===== config.mk =====
export PLATFORM = sky130hd
export DESIGN_NAME = trackball_quad_flat
export DESIGN_NICKNAME = d
export VERILOG_FILES = /design/src/rtl/trackball_quad_if.sv /design/src/rtl/trackball_quad.sv /design/src/flat_wrapper.sv
export SDC_FILE = /design/constraint.sdc
export NUM_CORES = 1
export LEC_CHECK = 0
export ABC_AREA = 1
export BUFFER_PORTS_ARGS = -buffer_cell sky130_fd_sc_hd__buf_2
export CORE_MARGIN = 2
export CORE_UTILIZATION = 40
export CTS_BUF_LIST = sky130_fd_sc_hd__clkbuf_4 sky130_fd_sc_hd__clkbuf_8
export CTS_CLUSTER_SIZE = 12
export DETAILED_ROUTE_END_ITERATION = 8
export GPL_ROUTABILITY_DRIVEN = 0
export SYNTH_ARGS = -nofsm -noshare
export SYNTH_HDL_FRONTEND = slang
export SYNTH_SLANG_ARGS = --single-unit

===== constraint.sdc =====
create_clock -name clk_sys -period 4.5 [get_ports clk_sys]
set_input_delay 0.225 -clock clk_sys [delete_from_list [all_inputs] [get_ports clk_sys]]
set_output_delay 0.225 -clock clk_sys [all_outputs]
set_load 0.03 [all_outputs]

===== src/rtl/trackball_quad_if.sv =====
// Mouse/control inputs and quadrature outputs of trackball_quad, bundled as one bus.
interface trackball_quad_if #(
    parameter int DIV_W = 3
);
    logic [24:0]      ps2_mouse;
    logic [DIV_W-1:0] sense;
    logic             flip;
    logic             pause;
    logic [3:0]       joy;
    logic [3:0]       trak_o;
    logic             busy_o;

    modport master (
        output ps2_mouse, sense, flip, pause, joy,
        input  trak_o, busy_o
    );

    modport slave (
        input  ps2_mouse, sense, flip, pause, joy,
        output trak_o, busy_o
    );
endinterface


===== src/rtl/trackball_quad.sv =====
// PS/2 motion -> trackball dir/step-toggle emulation; first step on the first divider tick after the packet is registered, no backpressure.
// Optional TRACKBALL_JOY_EN: joystick steps an idle axis on each tick.
module trackball_quad #(
    parameter int ACC_W = 12,
    parameter int DIV_W = 3
) (
    input  logic             clk_sys,
    input  logic             reset_n,
    trackball_quad_if.slave  bus
);
    localparam logic signed [ACC_W-1:0] ONE = {{(ACC_W-1){1'b0}}, 1'b1};

    logic signed [ACC_W-1:0] acc_x, acc_y, acc_x_nxt, acc_y_nxt;
    logic signed [ACC_W-1:0] dx, dy;
    logic [DIV_W-1:0]        div;
    logic                    old_toggle, busy;
    logic                    x_dir, x_clk, y_dir, y_clk;
    logic                    x_dir_nxt, x_clk_nxt, y_dir_nxt, y_clk_nxt;
    logic                    pkt, tick, sx, sy;
    logic                    mouse_unused;

    assign mouse_unused = ^{bus.ps2_mouse[7:6], bus.ps2_mouse[3:0]};

    assign pkt  = bus.ps2_mouse[24] ^ old_toggle;
    assign tick = (div == bus.sense) && !bus.pause;
    assign sx   = bus.ps2_mouse[4] ^ bus.flip;
    assign sy   = bus.ps2_mouse[5] ^ bus.flip;
    assign dx   = {{(ACC_W-8){sx}}, bus.ps2_mouse[15:8]};
    assign dy   = {{(ACC_W-8){sy}}, bus.ps2_mouse[23:16]};

`ifndef TRACKBALL_JOY_EN
    logic joy_unused;
    assign joy_unused = ^bus.joy;
`endif

    // Packet add is gated while the top two bits differ, so the accumulator can never wrap.
    always_comb begin
        acc_x_nxt = acc_x;
        x_dir_nxt = x_dir;
        x_clk_nxt = x_clk;
        if (pkt && (acc_x[ACC_W-1] == acc_x[ACC_W-2]))
            acc_x_nxt = acc_x + dx;
        if (tick) begin
            if (acc_x != '0) begin
                acc_x_nxt = acc_x[ACC_W-1] ? acc_x_nxt + ONE : acc_x_nxt - ONE;
                x_dir_nxt = ~acc_x[ACC_W-1];
                x_clk_nxt = ~x_clk;
            end
`ifdef TRACKBALL_JOY_EN
            else if (bus.joy[3] ^ bus.joy[2]) begin
                x_dir_nxt = bus.joy[3] ^ bus.flip;
                x_clk_nxt = ~x_clk;
            end
`endif
        end
    end

    always_comb begin
        acc_y_nxt = acc_y;
        y_dir_nxt = y_dir;
        y_clk_nxt = y_clk;
        if (pkt && (acc_y[ACC_W-1] == acc_y[ACC_W-2]))
            acc_y_nxt = acc_y + dy;
        if (tick) begin
            if (acc_y != '0) begin
                acc_y_nxt = acc_y[ACC_W-1] ? acc_y_nxt + ONE : acc_y_nxt - ONE;
                y_dir_nxt = ~acc_y[ACC_W-1];
                y_clk_nxt = ~y_clk;
            end
`ifdef TRACKBALL_JOY_EN
            else if (bus.joy[0] ^ bus.joy[1]) begin
                y_dir_nxt = bus.joy[0] ^ bus.flip;
                y_clk_nxt = ~y_clk;
            end
`endif
        end
    end

    always_ff @(posedge clk_sys) begin
        if (!reset_n) begin
            acc_x      <= '0;
            acc_y      <= '0;
            div        <= '0;
            old_toggle <= bus.ps2_mouse[24];
            x_dir      <= 1'b0;
            x_clk      <= 1'b0;
            y_dir      <= 1'b0;
            y_clk      <= 1'b0;
            busy       <= 1'b0;
        end else begin
            old_toggle <= bus.ps2_mouse[24];
            acc_x      <= acc_x_nxt;
            acc_y      <= acc_y_nxt;
            x_dir      <= x_dir_nxt;
            x_clk      <= x_clk_nxt;
            y_dir      <= y_dir_nxt;
            y_clk      <= y_clk_nxt;
            busy       <= (acc_x != '0) || (acc_y != '0);
            if (tick)
                div <= '0;
            else if (!bus.pause)
                div <= div + 1'b1;
        end
    end

    assign bus.trak_o = {x_dir, x_clk, y_dir, y_clk};
    assign bus.busy_o = busy;
endmodule


===== src/flat_wrapper.sv =====
// flat-port wrapper written by rule: the top's interface ports become plain ports
module trackball_quad_flat 
#(
    parameter int ACC_W = 12,
    parameter int DIV_W = 3
)
  (clk_sys, reset_n, bus_ps2_mouse, bus_sense, bus_flip, bus_pause, bus_joy, bus_trak_o, bus_busy_o);
  trackball_quad_if #(.DIV_W(DIV_W)) bus_i ();
  input  logic clk_sys;
  input  logic reset_n;
  input wire logic [$bits(bus_i.ps2_mouse)-1:0] bus_ps2_mouse;
  input wire logic [$bits(bus_i.sense)-1:0] bus_sense;
  input wire logic [$bits(bus_i.flip)-1:0] bus_flip;
  input wire logic [$bits(bus_i.pause)-1:0] bus_pause;
  input wire logic [$bits(bus_i.joy)-1:0] bus_joy;
  output wire logic [$bits(bus_i.trak_o)-1:0] bus_trak_o;
  output wire logic [$bits(bus_i.busy_o)-1:0] bus_busy_o;
  assign bus_i.ps2_mouse = bus_ps2_mouse;
  assign bus_i.sense = bus_sense;
  assign bus_i.flip = bus_flip;
  assign bus_i.pause = bus_pause;
  assign bus_i.joy = bus_joy;
  assign bus_trak_o = bus_i.trak_o;
  assign bus_busy_o = bus_i.busy_o;
  trackball_quad #(.ACC_W(ACC_W), .DIV_W(DIV_W)) u_core (.clk_sys(clk_sys), .reset_n(reset_n), .bus(bus_i));
endmodule

==> impl_metrics.json <==
{
  "run_status": "completed",
  "synth_top_flop_cell": "sky130_fd_sc_hd__dfxtp_1",
  "wire_length_of_the_first_global_routing_pass_mm": 16.35,
  "cp_common_cell": "sky130_fd_sc_hd__inv_1",
  "clk_path_buf_depth": 2,
  "number_of_cells_produced_by_synthesis": 633,
  "hold-path-endpoint": "u_core.old_toggle",
  "timing.setup.tns_ns": 0,
  "hold-path-cell-count": 1,
  "tritoncts": "yes",
  "worstPathRequired_ns": 4.72,
  "period_minus_ws_final_ns": 3.551,
  "syn_nets": 718,
  "initial_utilization_pct": 40.81,
  "ant_nets": 0,
  "synth_sequential_area_ratio_pct": 16.71,
  "cts_buffers": 5,
  "hp-start": "bus_ps2_mouse[24]",
  "syn_to_final_growth_pct": 8.864,
  "numPortBuffers": 30,
  "num_rows": 36,
  "crit_buf_inv": 4,
  "finalHoldWorstSlack_ns": 0.08847,
  "relative_slew_slack_pct": 47.66,
  "die_x_um": 103.4,
  "timing.fmax_mhz": 281.6,
  "start_kind": "flip-flop",
  "synthesis_stage_register_bit_count": 33,
  "hold_viol_final": 0,
  "ys_top_cells_by_count": "148 x sky130_fd_sc_hd__nand2_1, 80 x sky130_fd_sc_hd__inv_1, 60 x sky130_fd_sc_hd__nor2_1",
  "grt.total_usage_pct": 19.16,
  "yosysMostFrequentCell": "sky130_fd_sc_hd__nand2_1",
  "worstSetupPathType": "flip-flop to flip-flop",
  "synth_edf_count": 0,
  "critical_path.cell_chain": "inv_1 > ha_1 > inv_1 > nand3_2 > inv_1 > nand3_1 > o21ai_0 > inv_1 > ha_1 > nand2_1 > o21ai_0 > a21oi_1 > a21oi_1 > o21ai_1 > a21oi_1",
  "grt_overflow_total": 0,
  "yosys.cell_types.count": 43,
  "clock_insertion_delay_worst_skew_ns": 0.29,
  "finish.instance_area_um2": 4303,
  "finalSetupViolations": 0,
  "hp-class": "input port to flip-flop",
  "r2r-start": "u_core.acc_x[11]",
  "synth_top_area_share_pct": 16.71,
  "floorplan.io_pins": 41,
  "vias": 3964,
  "netlist_area_um2": 3953,
  "number_of_hold_repair_buffers_added_at_the_cts_stage": 0,
  "cts.sink_count": 33,
  "grt_max_degree": 26,
  "avgSynthCellArea_um2": 6.244,
  "average_via_count_per_standard_cell": 5.011,
  "fp.dieArea_um2": 10690,
  "clock_root_buffer": "sky130_fd_sc_hd__clkbuf_8",
  "finClkSkew_ns": 0.01184,
  "netlist_top_cells_area": "sky130_fd_sc_hd__dfxtp_1 17%, sky130_fd_sc_hd__ha_1 14%, sky130_fd_sc_hd__nand2_1 14%",
  "placedInstanceArea_um2": 4188,
  "die_height_um": 103.4,
  "critical_path.slowest_cell": "sky130_fd_sc_hd__dfxtp_1",
  "detail_route.drc_violations": 0,
  "crit_path_max_incr_delay_ns": 0.48,
  "final_max_slew_viol_count": 0,
  "rrSetupSlack_ns": 0.95,
  "period_share_pct": 78.92,
  "ctsResizeCount": 0,
  "crit_arrival_ns": 3.77,
  "num-nets-final": 742,
  "yosys.area.top_type": "sky130_fd_sc_hd__dfxtp_1",
  "cpLargestDelayFamily": "compound AO/OA/AOI/OAI gates",
  "ys_async_sr_fraction_pct": 0,
  "cts_setup_buffers": 0,
  "post-dp-hpwl_mm": 8.059,
  "grt_setup_unrepaired": "false",
  "num_antenna_cells": 0,
  "yosysWarningCount": 0,
  "crit_path_max_fanout": 12,
  "routed_wirelength_mm": 9.726,
  "post_route_cells_drive_above_1_share_pct": 11.09,
  "fillers": 1058,
  "place.detailed.instances": 783,
  "antenna_violations_before_repair": 0,
  "tightestPinTransition_ns": 0.7843,
  "register_clock_pin_slew_on_the_reported_worst_setup_and_hold_paths_ns": 0.09,
  "via_count_of_the_first_global_routing_pass": 3541,
  "stdcell_count": 791,
  "floorplan.core_area_um2": 9684,
  "number_of_cells_traversed_by_the_worst_register_to_register_path": 15,
  "avgRoutedWirePerCell_um": 12.30,
  "drtPass1Iterations": 5,
  "maxCapViolations": 0,
  "clock_tree.htree_level_count": 2,
  "timing.critical_path.to_type": "flip-flop",
  "largest_registers": "u_core.acc_x x12, u_core.acc_y x12, u_core.div x3",
  "r2r-end": "u_core.acc_x[9]",
  "drt_iter0_drcs": 228
}
==> cell families (layout without fill, tap and decap cells) <==
family / Yosys count / count (layout) / share of synthesized area (%)
flip-flops: 33 / 33 / 16.71
AO/OA/AOI/OAI: 129 / 129 / 18.33
adder cells (fa/ha/maj): 49 / 49 / 16.27
XOR/XNOR: 19 / 19 / 4.210
buffers and inverters: 98 / 123 / 10.13
AND/OR/NAND/NOR: 305 / 305 / 34.35
==> layer usage <==
metal / global-route usage, % / share of wire, %
met1: 28.70 / 53
met2: 29.18 / 42
met3: 3.091 / 4.9
met4: 3.340 / 0.69
met5: 0 / 0
==> stage by stage <==
stage                     utilization (%)  worst slack, ns
final                               44.43           0.9487
after global routing                44.43           0.5387
after CTS                           44.43           0.9648
after detailed placement            43.24           0.9984
after global placement              43.24            1.016
after floorplan                         -            1.604
==> cell type report <==
type | instances | area, um2 | area share (%)
multi-input combinational | 502 | 2892 | 67.20
sequential | 33 | 660.6 | 15.35
timing repair buffer | 30 | 150.1 | 3.489
clock buffer | 5 | 68.82 | 1.599
clock inverter | 3 | 46.29 | 1.076
inverter | 85 | 319.1 | 7.415
tap | 133 | 166.4 | 3.867
==> cell usage in the layout (no fill, tap or decap), types with 3 or more instances in the layout <==
| cell type | Yosys | layout |
|---|---|---|
| sky130_fd_sc_hd__a21o_1 | 11 | 11 |
| sky130_fd_sc_hd__buf_2 | 5 | 30 |
| sky130_fd_sc_hd__nand2_2 | 8 | 8 |
| sky130_fd_sc_hd__xnor2_1 | 10 | 10 |
| sky130_fd_sc_hd__or2_2 | 4 | 4 |
| sky130_fd_sc_hd__xor2_1 | 9 | 9 |
| sky130_fd_sc_hd__dfxtp_1 | 33 | 33 |
| sky130_fd_sc_hd__nor2_1 | 60 | 60 |
| sky130_fd_sc_hd__nand4_1 | 10 | 10 |
| sky130_fd_sc_hd__inv_2 | 5 | 5 |
| sky130_fd_sc_hd__fa_1 | 4 | 4 |
| sky130_fd_sc_hd__nor2_2 | 4 | 4 |
| sky130_fd_sc_hd__nand2_1 | 148 | 148 |
| sky130_fd_sc_hd__a31oi_1 | 3 | 3 |
| sky130_fd_sc_hd__o21ai_1 | 20 | 20 |
| sky130_fd_sc_hd__clkbuf_8 | 0 | 5 |
| sky130_fd_sc_hd__inv_1 | 80 | 80 |
| sky130_fd_sc_hd__o21ai_0 | 25 | 25 |
| sky130_fd_sc_hd__a21oi_2 | 4 | 4 |
| sky130_fd_sc_hd__a21oi_1 | 55 | 55 |
| sky130_fd_sc_hd__nand3_1 | 55 | 55 |
| sky130_fd_sc_hd__ha_1 | 45 | 45 |
==> worst max path at each step <==
stage | from | slack [ns] | endpoint | cells after the start
after global placement | u_core.acc_x[11] | 1.02 | u_core.acc_x[10] | 17
final | u_core.acc_x[11] | 0.95 | u_core.acc_x[9] | 15
after global routing | u_core.acc_x[11] | 0.54 | u_core.acc_x[10] | 16
after CTS | u_core.acc_x[11] | 0.96 | u_core.acc_x[10] | 17
after floorplan | u_core.acc_x[11] | 1.60 | u_core.acc_x[11] | 19
after detailed placement | u_core.acc_x[11] | 1.0 | u_core.acc_x[11] | 18
Power is not shown: default switching activity piles up to over one toggle a cycle in this logic, so the estimate is an artifact.
